==> src/rtl/data_sampler_nx.sv <==
// Oversampling bit-decision unit for the UART receiver: majority vote over a
// configurable window of samples centred on mid-bit, with valid strobe and noise flag.
module data_sampler_nx #(
    parameter int unsigned PRESCALE_W  = 6,
    parameter int unsigned SAMPLES     = 3,
    parameter int unsigned SYNC_STAGES = 2
) (
    input  logic                  clk,
    input  logic                  rst,
    input  logic                  data_in,
    input  logic [PRESCALE_W-1:0] prescale,
    input  logic [PRESCALE_W-1:0] edge_cnt,
    input  logic                  en_sampler,
    output logic                  data_sync,
    output logic                  sampled_bit,
    output logic                  sample_valid,
    output logic                  noise_err
);

    localparam int unsigned HALF = SAMPLES / 2;
    localparam int unsigned OW   = $clog2(SAMPLES + 1);
    localparam int unsigned WW   = PRESCALE_W + 1;

    if (!(SAMPLES == 1 || SAMPLES == 3 || SAMPLES == 5 || SAMPLES == 7)) begin : g_bad_samples
        $error("data_sampler_nx: SAMPLES must be 1, 3, 5 or 7");
    end
    if (!(SYNC_STAGES == 0 || SYNC_STAGES == 2 || SYNC_STAGES == 3)) begin : g_bad_sync
        $error("data_sampler_nx: SYNC_STAGES must be 0, 2 or 3");
    end

    // Input synchroniser; flops reset to the idle-high line level
    if (SYNC_STAGES == 0) begin : g_bypass
        assign data_sync = data_in;
    end else begin : g_sync
        logic [SYNC_STAGES-1:0] sync_q;
        always_ff @(posedge clk or negedge rst) begin
            if (!rst) begin
                sync_q <= '1;
            end else begin
                sync_q <= {sync_q[SYNC_STAGES-2:0], data_in};
            end
        end
        assign data_sync = sync_q[SYNC_STAGES-1];
    end

    // Window bounds, one bit wider than prescale so nothing wraps
    logic [WW-1:0] ps_ext;
    logic [WW-1:0] edge_ext;
    logic [WW-1:0] win_start;
    logic [WW-1:0] win_last;
    logic          ps_legal;

    assign ps_ext    = {1'b0, prescale};
    assign edge_ext  = {1'b0, edge_cnt};
    assign win_start = (ps_ext >> 1) - WW'(HALF);
    assign win_last  = win_start + WW'(SAMPLES - 1);
    assign ps_legal  = (ps_ext >= WW'(2 * SAMPLES)) && !prescale[0];

    typedef enum logic {
        IDLE = 1'b0,
        ACC  = 1'b1
    } state_t;

    state_t        state;
    state_t        state_nxt;
    logic [OW-1:0] ones;
    logic [OW-1:0] ones_nxt;
    logic [OW-1:0] ones_sum;
    logic [OW-1:0] ones_final;
    logic          fire;

    always_ff @(posedge clk or negedge rst) begin
        if (!rst) begin
            state <= IDLE;
            ones  <= '0;
        end else begin
            state <= state_nxt;
            ones  <= ones_nxt;
        end
    end

    // Window sequencing; a hit on START always reloads, which also covers FSM resync
    always_comb begin
        state_nxt  = state;
        ones_nxt   = ones;
        fire       = 1'b0;
        ones_sum   = ones + OW'(data_sync);
        ones_final = ones_sum;
        if (!en_sampler || !ps_legal) begin
            state_nxt = IDLE;
            ones_nxt  = '0;
        end else if (edge_ext == win_start) begin
            ones_nxt   = OW'(data_sync);
            ones_final = OW'(data_sync);
            if (win_start == win_last) begin
                fire      = 1'b1;
                state_nxt = IDLE;
                ones_nxt  = '0;
            end else begin
                state_nxt = ACC;
            end
        end else if (state == ACC && edge_ext > win_start && edge_ext <= win_last) begin
            ones_nxt = ones_sum;
            if (edge_ext == win_last) begin
                fire      = 1'b1;
                state_nxt = IDLE;
                ones_nxt  = '0;
            end
        end
    end

    always_ff @(posedge clk or negedge rst) begin
        if (!rst) begin
            sampled_bit  <= 1'b1;
            sample_valid <= 1'b0;
            noise_err    <= 1'b0;
        end else begin
            sample_valid <= fire;
            if (fire) begin
                sampled_bit <= (ones_final > OW'(HALF));
                noise_err   <= (ones_final != '0) && (ones_final != OW'(SAMPLES));
            end
        end
    end

endmodule

==> config.mk <==
export PLATFORM = sky130hd
export DESIGN_NAME = data_sampler_nx
export DESIGN_NICKNAME = d
export VERILOG_FILES = /design/src/rtl/data_sampler_nx.sv
export SDC_FILE = /design/constraint.sdc
export NUM_CORES = 1
export LEC_CHECK = 0
export ABC_CLOCK_PERIOD_IN_PS = 2900
export CORE_MARGIN = 8
export CORE_UTILIZATION = 55
export CTS_BUF_LIST = sky130_fd_sc_hd__clkbuf_4
export DETAILED_ROUTE_END_ITERATION = 8
export GPL_ROUTABILITY_DRIVEN = 0
export PLACE_DENSITY_LB_ADDON = 0.15
export SLEW_MARGIN = 20
export SYNTH_ARGS = -nofsm -noshare
export SYNTH_HDL_FRONTEND = slang
export SYNTH_SLANG_ARGS = --single-unit
==> constraint.sdc <==
create_clock -name clk -period 2.9 [get_ports clk]
set_clock_uncertainty 0.15 [all_clocks]
set_input_delay 0.58 -clock clk [delete_from_list [all_inputs] [get_ports clk]]
set_output_delay 0.58 -clock clk [all_outputs]
set_load 0.01 [all_outputs]
==> impl_metrics.env, run 1 <==
export IMPL_fp_dieW_um=56.9
export IMPL_clockBufferDepth=2
export IMPL_clock_sinks=8
export IMPL_netlist_top_cell_by_area="ha_1"
export IMPL_status="aborted with a tool error"
export IMPL_rows=14
export IMPL_yosys_top_cells_area="ha_1 20%, dfrtp_1 14%, dfstp_2 8.6%"
export IMPL_synth_cell_types=41
export IMPL_syn_cell_area_um2=921
export IMPL_synth_xor_area_share_pct=9.51
export IMPL_post_cts_resized=56
export IMPL_synth_top_family_by_area="adder cells"
export IMPL_io_buffers=19
export IMPL_synth_cells=101
export IMPL_synthAdderAreaFrac_pct=20.4
export IMPL_root_buffer="clkbuf_4"
export IMPL_initial_core_util_pct=59.7
export IMPL_muxShareOfSynthArea_pct=4.76
export IMPL_haltStage="4_1_cts"
export IMPL_yosysWarnings=0
export IMPL_synth_async_reset_ratio_pct=100
export IMPL_seq_area_frac_synth_pct=22.1
export IMPL_synth_edf_count=0
export IMPL_cts_buffers=3
export IMPL_h_tree_depth=1
export IMPL_io_pins=20
export IMPL_hpwlAfterDp_um=3070
export IMPL_synth_top_area_share_pct=20.4
export IMPL_postCtsSetupRepairBufs=23
export IMPL_synth_seq_cells=8
export IMPL_synth_compound_area_share_pct=20.0
export IMPL_ys_flop_type="dfrtp_1"
export IMPL_die_h_um=56.9
export IMPL_holdBufCountCts=0
export IMPL_syn_area_per_cell_um2=9.12
export IMPL_error_line="[ERROR DPL-0038] Utilization greater than 100%, impossible to legalize"
export IMPL_synthesis_nets=132
export IMPL_synthSimpleGateAreaFrac_pct=18.8
[stage by stage]
step / cells / setup slack (ns) / hold WS (ns) / TNS [ns] / area, um2
after floorplan: 101 / -0.258 / 0.134 / -0.877 / 1020
after global placement: 170 / -0.961 / 0.196 / -4.49 / 1490
after detailed placement: 170 / -1.13 / 0.201 / -5.67 / 1490
[cell families after synthesis]
family	after synthesis
compound gates	24
xor+xnor	10
fa+ha+maj	15
buf+inv	11
flops	8
mux	4
simple gates	29
[synth_stat cells, types with 2 or more instances]
cell type,number
ha_1,15
inv_1,11
nand2_1,7
nor2_1,6
xnor2_1,6
a21oi_1,5
dfrtp_1,5
xor2_1,4
dfstp_2,3
mux2_2,3
o21ai_0,3
a211oi_1,2
nand4_1,2
nor2b_1,2
==> inputs of run 2 (changes only) <==
--- a/config.mk
+++ b/config.mk
@@ -6,10 +6,9 @@
 export NUM_CORES = 1
 export LEC_CHECK = 0
 export ABC_CLOCK_PERIOD_IN_PS = 2900
-export CORE_MARGIN = 8
-export CORE_UTILIZATION = 55
-export CTS_BUF_LIST = sky130_fd_sc_hd__clkbuf_4
+export CORE_AREA = 8 8 69 71
 export DETAILED_ROUTE_END_ITERATION = 8
+export DIE_AREA = 0 0 77 79
 export GPL_ROUTABILITY_DRIVEN = 0
 export PLACE_DENSITY_LB_ADDON = 0.15
 export SLEW_MARGIN = 20
==> run 2 against run 1 <==
Against the previous run: the flow now finishes, with violations (negative setup slack); area after synthesis stayed put; synthesized cell count unchanged.
==> impl_metrics.env, run 2 <==
export IMPL_grt_antenna_before_repair=0
export IMPL_final_common_cell="buf_4"
export IMPL_io_buffers=19
export IMPL_io_pins=20
export IMPL_p_sw_uw=144
export IMPL_ant_nets=0
export IMPL_synth_edf_count=0
export IMPL_wl_um=2780
export IMPL_syn_area_per_cell_um2=9.12
export IMPL_grt_pass1_wl_um=4660
export IMPL_crit_path_max_fanout=4
export IMPL_fin_cells=227
export IMPL_wl_per_cell_um=12.3
export IMPL_grt_remaining_overflow=0
export IMPL_grt_total_usage_pct=9.23
export IMPL_worst_slew_pin_slew_ns=0.397
export IMPL_final_max_slew_violation_count=0
export IMPL_r2r_cells=6
export IMPL_drcViolationCount=0
export IMPL_root_buffer="clkbuf_8"
export IMPL_synth_most_common_cell="ha_1"
export IMPL_top_regs="g_sync.sync_q (2), ones (2)"
export IMPL_syn_cell_area_um2=921
export IMPL_cp_start_kind="input pin"
export IMPL_layout_common_cells="49 x buf_4, 14 x clkdlybuf4s50_1, 11 x ha_1"
export IMPL_clockBufferDepth=2
export IMPL_hp_class="register to register"
export IMPL_die_h_um=79
export IMPL_rows=23
export IMPL_end_kind="register"
export IMPL_first_global_vias=1089
export IMPL_switching_share_pct=29.8
export IMPL_holdBufCountCts=0
export IMPL_dpl_cell_area_mm2=0.00154
export IMPL_core_mm2=0.00380
export IMPL_period_needed_ns=3.20
export IMPL_ir_drop_v=0.000103
export IMPL_synth_common_cells="15 x ha_1, 11 x inv_1, 7 x nand2_1"
export IMPL_reg2reg_from="state"
export IMPL_clock_sinks=8
export IMPL_fin_nets=209
export IMPL_cts_tree="built"
export IMPL_hpwlAfterDp_um=2170
export IMPL_h_tree_depth=1
export IMPL_yosysWarnings=0
export IMPL_fp_dieW_um=77
export IMPL_setup_viol=5
export IMPL_initial_core_util_pct=24.2
export IMPL_clk_pin_slew_ns=0.04
export IMPL_drtIter0Drc=35
export IMPL_max_cap_viol_count=0
export IMPL_die_area_mm2=0.00608
export IMPL_fmax_ghz=0.313
export IMPL_power_frac_clock_pct=29.8
export IMPL_vias=1012
export IMPL_dp_cells=205
export IMPL_hold_start="g_sync.sync_q[0]"
export IMPL_powerDensity_mw_per_mm2=267
export IMPL_period_share_pct=110
export IMPL_grt_max_degree=9
export IMPL_area_growth_pct=96.9
export IMPL_reg2reg_slack_ns=1.03
export IMPL_hold_viol_final=0
export IMPL_violations="negative setup slack"
export IMPL_rsz0062_at_grt="yes"
export IMPL_ys_flop_type="dfrtp_1"
export IMPL_critical_path_class="input pin to register"
export IMPL_rr_endpoint="ones[0]"
export IMPL_firstDrtPassIters=4
export IMPL_synth_async_reset_ratio_pct=100
export IMPL_pwr_share_comb_pct=46.1
export IMPL_clock_latency_ns=0.23
export IMPL_synthesis_nets=132
export IMPL_seq_area_frac_synth_pct=22.1
export IMPL_fin_area_mm2=0.00181
export IMPL_intPower_uw=340
export IMPL_status="complete, but fails checks"
export IMPL_power_uw=483
export IMPL_via_per_inst=4.46
export IMPL_crit_arrival_ns=3.16
export IMPL_netlist_top_cell_by_area="ha_1"
export IMPL_synth_cell_types=41
export IMPL_seq_power_share_pct=24.0
export IMPL_setup_worst_path_end="ones[0]"
export IMPL_diodes=0
export IMPL_yosys_top_cells_area="ha_1 20%, dfrtp_1 14%, dfstp_2 8.6%"
export IMPL_max_slew_margin_pct=73.5
export IMPL_crit_required_ns=2.86
export IMPL_synth_seq_cells=8
export IMPL_leakage_uw=0.000846
export IMPL_fin_ws_ns=-0.298
export IMPL_synth_top_area_share_pct=20.4
export IMPL_cts_buffers=3
export IMPL_cp_startpoint="prescale[2]"
export IMPL_drive_gt1_share_pct=54.2
export IMPL_synth_cells=101
==> run 2: cell counts after synthesis <==
No cell type changed its count.
==> run 2: repair_timing <==
action	CTS	global route
resized for setup	36	14
endpoints found under the hold margin	0	0
setup buffers	16	4
pin swaps	29	21
endpoints found under the setup margin	6	6
==> run 2: power by group through the flow <==
stage                     Sequential, uW  Clock, uW  Combinational [uW]
after floorplan                      118          0                93.8
after global placement               118          0                 191
after detailed placement             118          0                 193
after CTS                            116        147                 219
after global routing                 116        155                 248
final                                116        144                 223
==> run 2: worst min path at each step <==
stage	end	slack, ns	cells past startpoint
CTS	g_sync.sync_q[1]	0.21	0
finish	g_sync.sync_q[1]	0.21	0
global placement	g_sync.sync_q[1]	0.20	0
floorplan	noise_err	0.13	0
detailed placement	g_sync.sync_q[1]	0.20	0
global route	g_sync.sync_q[1]	0.21	0
==> run 2: metrics by stage <==
| stage | hold WS, ns | setup TNS, ns | util [%] | setup slack [ns] |
|---|---|---|---|---|
| final | 0.207 | -1.01 | 47.7 | -0.298 |
| after detailed placement | 0.203 | -4.73 | 40.5 | -0.979 |
| after global routing | 0.211 | -1.74 | 47.7 | -0.424 |
| after global placement | 0.196 | -4.72 | 40.5 | -0.976 |
| after floorplan | 0.134 | -0.877 | - | -0.258 |
| after CTS | 0.209 | -1.02 | 46.2 | -0.362 |
==> run 2: layer usage <==
metal,routed length (um),vias up,GRT usage [%]
met3,109,2,2.48
met1,1150,465,9.93
met5,0,-,0
met4,17,0,2.45
met2,1510,21,17.4
li1,-,524,-
==> run 2: cell families (layout without fill, tap and decap cells) <==
| group | after synthesis | in the layout | synth area share (%) |
|---|---|---|---|
| AOI/OAI and AO/OA | 24 | 24 | 20.0 |
| xor gates and xnor gates | 10 | 10 | 9.51 |
| adders and majority gates | 15 | 15 | 20.4 |
| buffers and inverters | 11 | 87 | 4.48 |
| DFF | 8 | 8 | 22.1 |
| muxes | 4 | 4 | 4.76 |
| and+or+nand+nor | 29 | 29 | 18.8 |
==> run 2: area by class of cell <==
class / instances / area [um2]
sequential: 8 / 204
fill: 370 / 1990
inverter: 11 / 61.3
tap: 50 / 62.6
multi-input combinational: 82 / 822
clock buffer: 4 / 45.0
timing repair buffer: 72 / 618
==> run 2: critical path: stages <==
cell      delay (ns)
buf_12          0.11
inv_12          0.04
ha_4            0.16
nor3b_4         0.24
xnor2_2         0.12
nor2_1          0.12
nand2_1         0.07
xnor2_1         0.12
ha_1            0.34
o211a_1         0.16
a211oi_2        0.17
a211oi_2        0.07
a32o_2          0.27
buf_6           0.12
mux2_4          0.28
a22o_1          0.17
Note: power is estimated with default switching activity, not from simulation.
==> inputs of run 3 (changes only) <==
--- a/config.mk
+++ b/config.mk
@@ -7,9 +7,11 @@
 export LEC_CHECK = 0
 export ABC_CLOCK_PERIOD_IN_PS = 2900
 export CORE_AREA = 8 8 69 71
+export CTS_BUF_LIST = sky130_fd_sc_hd__clkbuf_4 sky130_fd_sc_hd__clkbuf_8
 export DETAILED_ROUTE_END_ITERATION = 8
 export DIE_AREA = 0 0 77 79
 export GPL_ROUTABILITY_DRIVEN = 0
+export GPL_TIMING_DRIVEN = 0
 export PLACE_DENSITY_LB_ADDON = 0.15
 export SLEW_MARGIN = 20
 export SYNTH_ARGS = -nofsm -noshare
==> run 3 against run 2 <==
Against the previous run: global-route usage decreased by 1.6 points; clock power about the same; largest cell class unchanged; sequential share of layout area increased by 2.2 points; fmax increased by 0.68%; final cell count decreased by 18%; critical endpoint is now ones[1]; cell area decreased by 16%; the run still ends with negative setup slack left; via count decreased by 15%; combinational power decreased by 17%; register-to-register slack about the same; highest routed layer unchanged.
==> impl_metrics.env, run 3 (synthesis results as in run 2) <==
export IMPL_first_global_vias=883
export IMPL_hp_class="register to register"
export IMPL_vias=860
export IMPL_clock_latency_ns=0.23
export IMPL_setup_viol=4
export IMPL_cts_tree="built"
export IMPL_final_max_slew_violation_count=0
export IMPL_worst_slew_pin_slew_ns=0.425
export IMPL_r2r_cells=5
export IMPL_io_buffers=19
export IMPL_cts_buffers=3
export IMPL_cp_start_kind="input pin"
export IMPL_period_share_pct=110
export IMPL_crit_path_max_fanout=5
export IMPL_grt_max_degree=9
export IMPL_via_per_inst=4.60
export IMPL_rr_endpoint="ones[1]"
export IMPL_initial_core_util_pct=24.2
export IMPL_hold_end="g_sync.sync_q[1]"
export IMPL_powerDensity_mw_per_mm2=295
export IMPL_violations="negative setup slack"
export IMPL_reg2reg_slack_ns=1.02
export IMPL_rsz0062_at_grt="yes"
export IMPL_crit_chain="buf_12, inv_12, ha_4, nor2_1, nand3_1, o31a_1, xnor2_1, ha_1, a2111oi_4, a211oi_2, a32o_2, or4b_1, a21boi_1"
export IMPL_drtIter0Drc=24
export IMPL_hold_start="g_sync.sync_q[0]"
export IMPL_grt_pass1_wl_um=3860
export IMPL_m1WireLength_um=1070
export IMPL_grt_total_usage_pct=7.68
export IMPL_power_uw=448
export IMPL_clock_sinks=8
export IMPL_root_buffer="clkbuf_8"
export IMPL_holdBufCountCts=0
export IMPL_top_regs="g_sync.sync_q (2), ones (2)"
export IMPL_hold_depth=0
export IMPL_p_sw_uw=130
export IMPL_wl_met2_um=1170
export IMPL_diodes=0
export IMPL_drcViolationCount=0
export IMPL_clk_pin_slew_ns=0.04
export IMPL_hold_ws_ns=0.204
export IMPL_wl_um=2340
export IMPL_regArea_um2=204
export IMPL_end_kind="register"
export IMPL_clockBufferDepth=2
export IMPL_status="complete, but fails checks"
export IMPL_crit_path_top_delay_cell="or4b_1"
export IMPL_max_slew_margin_pct=71.6
export IMPL_core_mm2=0.00380
export IMPL_highest_layer="met4"
export IMPL_max_cap_viol_count=0
export IMPL_fin_ws_ns=-0.276
export IMPL_switching_share_pct=29.1
export IMPL_leakage_uw=0.000650
export IMPL_hpwlAfterDp_um=1950
export IMPL_wl_per_cell_um=12.5
export IMPL_hold_viol_final=0
export IMPL_fmax_ghz=0.315
export IMPL_firstDrtPassIters=4
export IMPL_grt_antenna_before_repair=0
export IMPL_cp_startpoint="prescale[2]"
export IMPL_ir_drop_v=0.000183
export IMPL_crit_arrival_ns=3.17
export IMPL_fp_dieW_um=77
export IMPL_power_frac_clock_pct=32.6
export IMPL_ant_nets=0
export IMPL_final_common_cell="clkdlybuf4s50_1"
export IMPL_period_needed_ns=3.18
export IMPL_multi_input_area_um2=828
export IMPL_fin_nets=169
export IMPL_intPower_uw=318
export IMPL_routed_wl_met3_um=65
export IMPL_drive_gt1_share_pct=40.9
export IMPL_h_tree_depth=1
export IMPL_die_h_um=79
export IMPL_critical_path_class="input pin to register"
export IMPL_rows=23
export IMPL_die_area_mm2=0.00608
export IMPL_crit_required_ns=2.90
export IMPL_crit_path_max_incr_delay_ns=0.47
export IMPL_area_growth_pct=65.1
export IMPL_io_pins=20
export IMPL_fillers=391
export IMPL_grt_remaining_overflow=0
export IMPL_pwr_share_comb_pct=41.4
export IMPL_reg2reg_from="state"
export IMPL_layout_common_cells="14 x clkdlybuf4s50_1, 13 x buf_4, 10 x ha_1"
export IMPL_seq_power_share_pct=26.0
==> run 3: worst max-delay path: cells and delay by family <==
family | cells | cell delay, ns
compound gates | 5 | 1.02
xor+xnor | 1 | 0.15
simple gates | 3 | 0.67
fa+ha+maj | 2 | 0.62
buf+inv | 2 | 0.13
==> run 3: routing by layer <==
layer	global-route usage, %	vias to the layer above
li1	-	441
met1	8.37	404
met2	14.2	13
met3	2.14	2
met4	2.26	0
met5	0	-
==> run 3: area by class of cell <==
cell class              count  area share, %
clock buffers               4           3.21
multi-input cells          82           54.5
well taps                  50           4.12
repair buffers             32           20.7
flip-flops and latches      8           13.4
inverters                  11           4.03
==> run 3: how the worst max path moves through the flow <==
| stage | endpoint | slack [ns] | cells after the start |
|---|---|---|---|
| 2_1_floorplan | noise_err | -0.26 | 10 |
| 3_3_place_gp | ones[1] | -1.31 | 15 |
| 3_5_place_dp | ones[1] | -1.36 | 15 |
| 4_1_cts | ones[1] | -0.25 | 15 |
| 5_1_grt | ones[1] | -0.36 | 13 |
| 6_report | ones[1] | -0.28 | 13 |
==> run 3: timing repair <==
action,in CTS,in global routing
endpoints found under the setup margin,6,5
setup buffers,9,4
resized for setup,48,3
pin swaps,13,5
==> run 3: per-stage QoR <==
stage          util (%)  setup TNS [ns]  worst slack [ns]  std cells  cell area, um2
2_1_floorplan         -          -0.877            -0.258        101            1020
4_1_cts            38.7          -0.790            -0.251        183            1470
3_3_place_gp       33.6           -6.09             -1.31        170            1280
6_report           40.0          -0.739            -0.276        187            1520
5_1_grt            40.0           -1.14            -0.360        187            1520
3_5_place_dp       33.6           -6.40             -1.36        170            1280
==> run 3: power by group through the flow <==
stage               Sequential, uW  Combinational (uW)  Clock, uW
finish                         116                 186        146
global route                   117                 203        162
CTS                            116                 178        151
detailed placement             118                 149          0
global placement               118                 147          0
floorplan                      118                93.8          0
==> inputs of run 4 (changes only) <==
==> constraint.sdc (replaced) <==
create_clock -name clk -period 2.9 [get_ports clk]
set_clock_uncertainty 0.15 [all_clocks]
set_input_delay 0.58 -clock clk [delete_from_list [all_inputs] [get_ports clk]]
set_output_delay 0.58 -clock clk [all_outputs]
set_load 0.1 [all_outputs]
==> results of run 4 <==
Same layout as run 3 (identical final DEF). Status: complete, but fails checks: negative setup slack.
Among the figures that moved: total power 448 uW -> 453 uW
==> RTL edit: new RTL, flow settings as in run 2 <==
Make the reset (`rst`) synchronous in 3 clocked blocks.
--- a/src/rtl/data_sampler_nx.sv
+++ b/src/rtl/data_sampler_nx.sv
@@ -35,3 +35,3 @@
         logic [SYNC_STAGES-1:0] sync_q;
-        always_ff @(posedge clk or negedge rst) begin
+        always_ff @(posedge clk) begin
             if (!rst) begin
@@ -71,3 +71,3 @@
 
-    always_ff @(posedge clk or negedge rst) begin
+    always_ff @(posedge clk) begin
         if (!rst) begin
@@ -111,3 +111,3 @@
 
-    always_ff @(posedge clk or negedge rst) begin
+    always_ff @(posedge clk) begin
         if (!rst) begin
Check against the original RTL: differs if rst is asserted again (counterexample within 4 cycles, from zero or initial values and one cycle with rst low); with rst held inactive, the same outputs for 10 cycles.
==> RTL edit against run 2 <==
  * Routed wire length is 2.4% higher
  * Setup slack better by 0.13 ns
  * The run still ends with negative setup slack left
  * Largest cell class unchanged
  * Global-route usage is 0.17 points higher
  * Clock power is 8% lower
  * Area after synthesis is 3.3% higher
  * Power is 7.5% lower
  * Fmax is 4.2% higher
  * Design area is 5.7% lower
  * Count of clock-buffer cells in the layout is 1 lower
  * Sequential cell count stayed put
  * Register-to-register slack better by 0.22 ns
==> RTL edit: results (changes against run 2) <==
[final_layout] number of cells in the finished layout apart from fillers 225 [-0.88%]
[final_layout] signed area change from the synthesized netlist to the final layout 79.74%
[final_layout] Final #Nets 208 [-0.48%]
[logic_synthesis] Commonest cells post-synth 15 x ha_1, 11 x inv_1, 8 x dfxtp_1, 8 x nand2_1, 7 x a21oi_1
[worst_setup_path] delay-heaviest family, CP simple AND/OR/NAND/NOR gates
[logic_synthesis] post-synthesis sequential area ratio 16.84% [-5.3 points]
[logic_synthesis] ys flop type dfxtp_1
[sta] least setup slack across all paths after layout -0.1675 ns [+0.1302 ns]
[routing] post-detailed-route wirelength per cell 12.67 um [+3.4%]
[status] run status finished, violations left
[logic_synthesis] parity-gate share of the synthesized area counting xor and xnor cells 9.605% [+0.094 points]
[placement] placed cell area 0.001501 mm^2 [-2.5%]
[logic_synthesis] Unique masters post-synth 44 [+7.3%]
[cts] Worst-Skew Late Latency 0.23 ns [about the same]
[logic_synthesis] multiplexer fraction of the synthesized cell area 1.184% [-3.6 points]
[placement] DP Wirelength 2.301 mm [+6.3%]
[logic_synthesis] fraction of the mapped netlist area in adder cells 19.74% [-0.64 points]
[routing] routed vias 1,050 [+3.8%]
[sta] Sum Neg Setup Slack -0.4399 ns [+0.5684 ns]
[logic_synthesis] compound-gate portion of the synthesized area 20.79% [+0.82 points]
[worst_setup_path] delay of the slowest cell on the worst path 0.30 ns [-0.04 ns]
[global_routing] largest net degree at the start of global routing 7 [-2]
[sta] Setup Viol. Count Final 4 [-1]
[routing] violation count after the first detailed-routing iteration 47 [+34%]
[logic_synthesis] nets in the synthesized netlist 144 [+9.1%]
[worst_setup_path] signal arrival time at the worst endpoint 3.01 ns [-0.15 ns]
[logic_synthesis] proportion of synthesized flip-flops having asynchronous set or reset 0% [-100 points]
[final_layout] count of fill cells added during filler insertion 397 [+7.3%]
[sta] slew at the pin with the worst max-slew slack 0.6084 ns [+0.2117 ns]
[global_routing] Global Route Usage Sum 9.407% [+0.17 points]
[status] violated checks negative setup slack
[power_and_ir_drop] static leakage power 0.7709 nW [-8.9%]
-- RTL edit: cell types whose count changed in the layout (fill, tap and decap cells not counted), sizes merged, moves of 3 or more --
cell	delta
dfrtp	-5
nand3	+3
buf	-12
xnor2	-3
dfstp	-3
nor3	+3
dfxtp	+8
-- RTL edit: cell type report --
type | instances | area share [%]
inverter | 11 | 3.880
tap | 50 | 3.660
multi-input combinational | 92 | 50.88
sequential | 8 | 9.370
clock buffer | 3 | 2.416
timing repair buffer | 61 | 29.79
-- RTL edit: metal layers --
layer	GRT usage [%]	vias to the layer above	routed length [um]
met3	2.370	4	131
met4	3.396	0	38
met5	0	-	0
li1	-	542	-
met1	11.53	485	1295
met2	15.63	19	1385
-- RTL edit: timing repair --
action                                  CTS  global route
buffers inserted                          6             3
endpoints found under the setup margin    6             6
resized for setup                        32            21
pin swaps                                21            18
-- RTL edit: worst reg2reg max path, delay by kind of cell, from the launching register on --
kind / cells / cell delay, ns
multiplexers: 1 / 0.28
AO/OA/AOI/OAI: 1 / 0.28
flip-flops: 1 / 0.33
adder cells (fa/ha/maj): 2 / 0.52
-- RTL edit: path summary, 6_finish.rpt --
check,from,end,slack (ns),cells after the start
setup / recovery,prescale[2],sampled_bit,-0.17,16
hold / removal,g_sync.sync_q[0],g_sync.sync_q[1],0.26,1
setup reg to reg,g_sync.sync_q[1],sampled_bit,1.25,4
hold reg to reg,g_sync.sync_q[0],g_sync.sync_q[1],0.26,1
-- RTL edit: power by group --
part | total (mW) | internal [mW] | switching (mW)
logic | 0.203 | 0.112 | 0.0906
clock network | 0.132 | 0.0897 | 0.0420
registers | 0.113 | 0.112 | 0.000791
